### config.mk
export PLATFORM = sky130hd
export DESIGN_NAME = cpu_trace_buffer
export DESIGN_NICKNAME = d
export VERILOG_FILES = /design/src/rtl/cpu_trace_buffer.sv
export SDC_FILE = /design/constraint.sdc
export NUM_CORES = 2
export LEC_CHECK = 0
export ABC_CLOCK_PERIOD_IN_PS = 60800
export CAP_MARGIN = 20
export CORE_ASPECT_RATIO = 1.1
export CORE_UTILIZATION = 50
export CTS_CLUSTER_SIZE = 14
export DETAILED_ROUTE_END_ITERATION = 10
export PLACE_DENSITY = 0.67
export SETUP_SLACK_MARGIN = 0.2
export SLEW_MARGIN = 25
export SYNTH_ARGS = -nofsm -noshare
export SYNTH_HDL_FRONTEND = slang
export SYNTH_SLANG_ARGS = --single-unit
### constraint.sdc
create_clock -name clock -period 60.8 [get_ports clock]
set_input_delay 18.24 -clock clock [delete_from_list [all_inputs] [get_ports clock]]
set_output_delay 18.24 -clock clock [all_outputs]
set_load 0.005 [all_outputs]
### src/rtl/cpu_trace_buffer.sv
// Retirement trace buffer: turns the CPU's observation strobes into one trace record
// per architectural event and queues them in a first-word-fall-through FIFO.
module cpu_trace_buffer #(
  parameter int DEPTH  = 16,
  parameter int DROP_W = 16
) (
  input  logic                     clock,
  input  logic                     reset,
  input  logic                     enable,
  input  logic                     ld_ir,
  input  logic [63:0]              pc,
  input  logic [31:0]              instruction,
  input  logic                     reg_wr,
  input  logic [63:0]              wb_data,
  input  logic                     memoria_wr,
  input  logic [63:0]              mem_addr,
  input  logic [63:0]              mem_wdata,
  input  logic                     exc,
  input  logic [7:0]               causa,
  output logic                     out_valid,
  input  logic                     out_ready,
  output logic [1:0]               out_kind,
  output logic [63:0]              out_pc,
  output logic [31:0]              out_instr,
  output logic [63:0]              out_data,
  output logic [63:0]              out_addr,
  output logic [$clog2(DEPTH):0]   count,
  output logic [DROP_W-1:0]        drop_cnt
);

  localparam int AW = $clog2(DEPTH);
  localparam logic [AW:0]       FULL_CNT = (AW + 1)'(DEPTH);
  localparam logic [DROP_W-1:0] DROP_MAX = {DROP_W{1'b1}};

  localparam logic [1:0] KIND_REG = 2'b00;
  localparam logic [1:0] KIND_ST  = 2'b01;
  localparam logic [1:0] KIND_EXC = 2'b10;

  typedef struct packed {
    logic [1:0]  kind;
    logic [63:0] pc;
    logic [31:0] instr;
    logic [63:0] data;
    logic [63:0] addr;
  } rec_t;

  // Context of the instruction currently in IR; records are tagged with this, not live pc.
  logic [63:0]       r_cur_pc;
  logic [31:0]       r_cur_instr;

  logic [AW-1:0]     r_wr_ptr;
  logic [AW-1:0]     r_rd_ptr;
  logic [AW:0]       r_count;
  logic [DROP_W-1:0] r_drop_cnt;
  rec_t              r_mem [DEPTH];

  logic [4:0]        w_rd;
  logic              w_rw_ev;
  logic              w_event;
  logic [1:0]        w_loss;
  rec_t              w_rec;
  logic              w_full;
  logic              w_pop;
  logic              w_push;
  logic              w_discard;
  logic [1:0]        w_drop_inc;
  logic [DROP_W+1:0] w_drop_sum;
  logic [AW:0]       w_count_next;
  logic [DROP_W-1:0] w_drop_next;
  rec_t              w_head;

  assign w_rd    = r_cur_instr[11:7];
  assign w_rw_ev = reg_wr && (w_rd != 5'd0);

  // Event selection: exception beats store beats register write; losers are counted as drops.
  always_comb begin
    w_rec       = '0;
    w_event     = 1'b0;
    w_loss      = 2'd0;
    w_rec.pc    = r_cur_pc;
    w_rec.instr = r_cur_instr;
    if (enable) begin
      if (exc) begin
        w_event    = 1'b1;
        w_rec.kind = KIND_EXC;
        w_rec.data = {56'b0, causa};
        w_rec.addr = 64'b0;
        w_loss     = {1'b0, memoria_wr} + {1'b0, w_rw_ev};
      end else if (memoria_wr) begin
        w_event    = 1'b1;
        w_rec.kind = KIND_ST;
        w_rec.data = mem_wdata;
        w_rec.addr = mem_addr;
        w_loss     = {1'b0, w_rw_ev};
      end else if (w_rw_ev) begin
        w_event    = 1'b1;
        w_rec.kind = KIND_REG;
        w_rec.data = wb_data;
        w_rec.addr = {59'b0, w_rd};
      end
    end
  end

  assign w_full     = (r_count == FULL_CNT);
  assign w_pop      = (r_count != '0) && out_ready;
  assign w_push     = w_event && (!w_full || w_pop);
  assign w_discard  = w_event && !w_push;
  assign w_drop_inc = w_loss + {1'b0, w_discard};

  // Widened sum so the saturation test cannot itself overflow.
  assign w_drop_sum  = {2'b00, r_drop_cnt} + {{DROP_W{1'b0}}, w_drop_inc};
  assign w_drop_next = (w_drop_sum > {2'b00, DROP_MAX}) ? DROP_MAX : w_drop_sum[DROP_W-1:0];

  always_comb begin
    w_count_next = r_count;
    case ({w_push, w_pop})
      2'b10:   w_count_next = r_count + (AW + 1)'(1);
      2'b01:   w_count_next = r_count - (AW + 1)'(1);
      default: w_count_next = r_count;
    endcase
  end

  always_ff @(posedge clock or posedge reset) begin
    if (reset) begin
      r_cur_pc    <= 64'b0;
      r_cur_instr <= 32'b0;
      r_wr_ptr    <= '0;
      r_rd_ptr    <= '0;
      r_count     <= '0;
      r_drop_cnt  <= '0;
    end else begin
      if (ld_ir) begin
        r_cur_pc    <= pc;
        r_cur_instr <= instruction;
      end
      if (w_push) begin
        r_wr_ptr <= r_wr_ptr + AW'(1);
      end
      if (w_pop) begin
        r_rd_ptr <= r_rd_ptr + AW'(1);
      end
      r_count    <= w_count_next;
      r_drop_cnt <= w_drop_next;
    end
  end

  // Storage carries no reset; validity is tracked entirely by r_count.
  always_ff @(posedge clock) begin
    if (w_push) begin
      r_mem[r_wr_ptr] <= w_rec;
    end
  end

  assign w_head = r_mem[r_rd_ptr];

  always_comb begin
    out_valid = (r_count != '0);
    out_kind  = out_valid ? w_head.kind  : 2'b00;
    out_pc    = out_valid ? w_head.pc    : 64'b0;
    out_instr = out_valid ? w_head.instr : 32'b0;
    out_data  = out_valid ? w_head.data  : 64'b0;
    out_addr  = out_valid ? w_head.addr  : 64'b0;
  end

  assign count    = r_count;
  assign drop_cnt = r_drop_cnt;

endmodule

==> After elaboration in Yosys (flattened, before gate mapping) <==
Memory sizes are Yosys's and may differ from the RTL's.
Index checks and enable logic that the tools add are counted.
{ "word_totals": {"ramBits": 3616, "n_memories": 1, "register_bits": 125, "word_cells": 51} }
{ "mem_list": {"columns": ["memory", "words", "word_bits", "rd", "rd_ports_with_merged_regs", "write_ports", "line_no", "rtl"], "rows": [
  ["r_mem", 16, 226, 1, 0, 1, "55", "rec_t r_mem [DEPTH];"]
]} }
{ "classes": {"add_sub_neg": 7, "reduce_logical": 10, "eq_ne": 3, "mux": 23, "n_lt_le_gt_ge": 1} }
{ "ops": {"columns": ["operator", "count"], "rows": [
  ["$mux 128", 4],
  ["$mux 64", 3],
  ["$mux 32", 1],
  ["$add 16x2->17", 1],
  ["$gt 17x16->1 const B", 1],
  ["$mux 16", 1],
  ["$mux 2", 5],
  ["$pmux 5 s2", 1],
  ["$reduce_bool 5->1", 2],
  ["$add 4x1->4 const B", 2],
  ["$mux 1", 8],
  ["$add 5x1->5 const B", 1],
  ["$eq 5x5->1 const B", 1],
  ["$sub 5x1->5 const B", 1],
  ["$logic_and 1x1->1", 4],
  ["$add 1x1->2", 1],
  ["$add 2x1->2", 1],
  ["$eq 2x1->1 const B", 1],
  ["$eq 2x2->1 const B", 1],
  ["$logic_not 1->1", 2],
  ["$reduce_bool 2->1", 1],
  ["$logic_or 1x1->1", 1]
]} }

==> Longest topological paths before layout <==
{ "logic_depth": {"depth_word": 13, "depth_mapped": 16} }

==> Worst setup path before layout <==
OpenSTA, ideal clock, no wires.
{ "synth_timing": {"path_type": "input-to-reg", "from": "input reg_wr", "to": "memory r_mem[11][0] in the netlist's numbering, enable pin", "cell_stages": 7, "setup_time_ns": 1.367, "path_buffers": 1, "arrival_ns": 40.211, "slack_ns": 19.222, "t_required_ns": 59.433, "cell_sequence": "o21a_1 -> inv_1 -> ha_1 -> inv_1 -> o221ai_1 -> buf_2 -> nor4_1"} }
{ "synth_between": {"elab_chain_cells": 8} }
{ "synth_rtl": {"columns": ["item", "line_no", "rtl"], "rows": [
  ["start, declared", "13", "input logic reg_wr,"],
  ["$logic_and 1x1->1", "73", "assign w_rw_ev = reg_wr && (w_rd != 5'd0);"],
  ["$mux 1", "95", "end else if (w_rw_ev) begin"],
  ["$mux 1", "89", "end else if (memoria_wr) begin"],
  ["$mux 1", "83", "if (exc) begin"],
  ["$mux 1", "82", "if (enable) begin"],
  ["$logic_and 1x1->1", "106", "assign w_push = w_event && (!w_full || w_pop);"],
  ["$mux 1", "149", "if (w_push) begin"],
  ["$mux 1 (not written as such)", "150", "r_mem[r_wr_ptr] <= w_rec;"],
  ["end, declared", "55", null]
]} }
No other way between the ends.

==> Worst setup path in the final report <==
{ "layout_timing": {"from": "register r_rd_ptr[0]", "to": "output out_pc[50]"} }
{ "layout_between": {"elab_chain_cells": 2} }
{ "layout_rtl": {"columns": ["item", "line_no", "rtl"], "rows": [
  ["start, declared", "52", "logic [AW-1:0] r_rd_ptr;"],
  ["start signal, assigned", "140", "r_rd_ptr <= r_rd_ptr + AW'(1);"],
  ["$mem_v2 16x226", null, null],
  ["$mux 64", "159", "out_pc = out_valid ? w_head.pc : 64'b0;"],
  ["end, declared", "23", "output logic [63:0] out_pc,"]
]} }
No other way between the ends.

==> results by group <==
Worst setup path
  • Critical-path cell list: buf_4, buf_4, buf_4, buf_4, buf_6, mux4_2, mux2i_1, o22ai_1, clkdlybuf4s50_1
  • Crit path DAT: 7.36 ns
  • CP bufs+invs: 6
  • Setup CP Type: reg -> out
  • Delay-heaviest family, CP: buffers and inverters
  • Max stage delay cell, worst path: dfrtp_4
  • Most used cell, CP: buf_4
  • Crit path max fanout: 52
  • Worst Setup End Kind: output pin
  • Critical path data required time: 42.56 ns
  • Crit-path max cell delay: 1.02 ns
  • CP startpoint kind: flip-flop

Power
  • Power Density: 46.8 nW/um^2
  • Leakage power: 53.7 nW
  • Worst vdd ir: 0.0407 mV
  • Total Power: 7.73 mW

Hold path
  • Worst Hold Class: reg -> reg

Routing
  • 1st-pass router iterations: 5
  • Antenna-violating nets left: 0
  • DRT iter0 DRCs: 7202
  • Via density: 6.15
  • DR vias: 66694
  • Total Routed Length: 339 mm
  • DR WL/cell: 31.2 microns
  • DRC viols: 0

Clock tree
  • Post-CTS resize count: 0
  • Htree depth: 5
  • Root Driver: clkbuf_16
  • Worst-skew pair later-pin latency: 0.91 ns
  • Clock slew at reported path FFs: 0.06 ns
  • CTS Buf Count: 378
  • Max clock buf depth: 4
  • Clk sinks: 3741
  • CTS tree: built
  • Post-CTS setup buffer count: 0
  • Hold-fix buffers, CTS: 0

Global routing
  • First-pass GRT wire length: 488 mm
  • Overflow after GRT: 0
  • GRT Total Usage: 23.4%
  • Initial antenna violation count: 36
  • Via count of the first global-routing pass: 70047
  • Pin count of the biggest net entering global routing: 143

Logic synthesis
  • Syn Area/Cell: 23.5 sq um
  • Most common cell in the netlist: edfxtp_1
  • Syn nets: 6393
  • Synth Instances: 6073
  • Synth Warn #: 0
  • Post-synth EDFFs: 3616
  • Share of the synthesized area in the top cell type: 76.0%
  • Synth area leader: edfxtp_1
  • Most area-consuming cells after synthesis: edfxtp_1, mux4_2, mux2i_1
  • Area of the mapped netlist: 143000 sq um
  • Async S/R FF share, synth: 3.34%
  • Commonest cells in the netlist: edfxtp_1, mux4_2, mux2i_1, o22ai_1, clkbuf_1
  • Post-synthesis register bit count: 3741
  • Synth unique cells: 48
  • Register area share after synthesis: 78.2%
  • Top FF cell, synth: edfxtp_1

Timing
  • Worst-margin pin slew: 1.11 ns
  • Max frequency: 39.1 MHz
  • Setup Skew: 0.0598 ns
  • RSZ-0062 raised after global routing: false
  • Period utilization: 42.1%
  • Max_slew headroom: 25.9%
  • Setup TNS: 0 ns
  • Hold Slack: 0.505 ns
  • Post-route minimum period: 25.60 ns
  • Hold Violations, Final: 0
  • Final Slew Violations: 0
  • # setup viols final: 0

Placement
  • Dpl cell area: 153000 sq um
  • PortBufs: 551
  • Dpl cells: 10145
  • Hpwl dp: 169 mm
  • Final Wtd Congestion: 0.759

Layout
  • Number of fill cells: 19969
  • Share of layout cells above drive strength 1: 24.0%
  • Final nets: 7120
  • Area Growth Syn to Fin: 15.5%
  • Design area: 165000 sq um
  • Post-Layout Cell Count: 10850

Floorplan
  • Die Ht: 563 microns
  • Initial Utilization: 50.3%
  • Io pins: 552
  • Core area: 284000 sq um
  • Total die area: 288000 sq um
  • Die X: 512 microns
  • Core Rows: 205

Status
  • Status: finished clean

Run
  • Max-cap violations: 0
state kept, by name, indices dropped and copies added (netlist names):
signal / flops
count: 5
drop_cnt: 16
r_cur_instr: 32
r_cur_pc: 64
r_mem: 3616
r_rd_ptr: 4
r_wr_ptr: 4
final cells by class:
type	instances	area (sq um)	share of cell area, %
inverter	22	87.6	0.0531
clock buffer	506	10400	6.28
clock inverter	188	1830	1.11
antenna	10	25.0	0.0152
tap	3726	4660	2.82
timing repair buffer	688	6830	4.14
sequential	3741	112000	67.7
multi-input combinational	1969	29600	17.9
layer usage:
metal	up-vias	part of all wire, %	track usage (%)
met5	-	0.073	0
met1	36193	40	32.1
li1	27444	-	-
met2	2532	50	38.8
met3	487	7.7	4.86
met4	38	2.3	5.96
power breakdown:
group	leakage, nW	switching [mW]	internal [mW]	total (mW)
clock network	5.94	0.961	1.31	2.27
logic	12.9	1.21	1.09	2.31
registers	34.8	0.0891	3.07	3.15
total	53.7	2.26	5.47	7.73
per-stage QoR:
step	setup slack, ns	util (%)
final	35.20	58.1
after global routing	34.41	58.1
after CTS	34.50	58.1
after detailed placement	35.47	53.8
after global placement	35.51	53.8
after floorplan	19.22	-
cells by family after synthesis:
logic type      share of synthesized area (%)
xor+xnor                                0.116
simple gates                            0.604
fa+ha+maj                               0.151
flops                                    78.2
buf+inv                                  1.20
compound gates                           1.54
mux                                      18.2
layout by cell type, fill, tap and decap left out, types with 5 or more instances in the layout:
master and n:
a221oi_1 8, a22o_1 60, and2_1 60, and2_4 12, buf_12 16, buf_4 112
buf_6 7, bufinv_16 25, clkbuf_1 91, clkbuf_16 383, clkbuf_8 32, clkdlybuf4s50_1 550
clkinv_1 66, clkinv_16 6, clkinv_2 62, clkinv_8 7, clkinvlp_4 12, dfrtp_1 122
diode_2 10, edfxtp_1 3616, ha_1 14, inv_1 21, inv_6 5, mux2_2 99
mux2i_1 454, mux4_2 904, nand2_1 19, nand3_1 7, nor2_1 12, nor3_1 9
o21ai_0 16, o22ai_1 226, xnor2_1 15
path summary, 6_finish.rpt:
kind,start,to,slack [ns],depth (start not counted)
worst min-delay path,r_cur_instr[10]$_DFFE_PP0P_,r_cur_instr[10]$_DFFE_PP0P_,0.51,1
min in group asynchronous,reset,r_cur_instr[3]$_DFFE_PP0P_,17.75,2
worst min register to register,r_cur_instr[10]$_DFFE_PP0P_,r_cur_instr[10]$_DFFE_PP0P_,0.51,1
worst max-delay path,r_rd_ptr[0]$_DFFE_PP0P_,out_pc[50],35.20,9
max in group asynchronous,reset,r_rd_ptr[1]$_DFFE_PP0P_,41.52,3
worst max register to register,r_cur_instr[9]$_DFFE_PP0P_,r_mem[0][89]$_DFFE_PP_,55.09,13
Note: power is estimated with default switching activity, not from simulation.
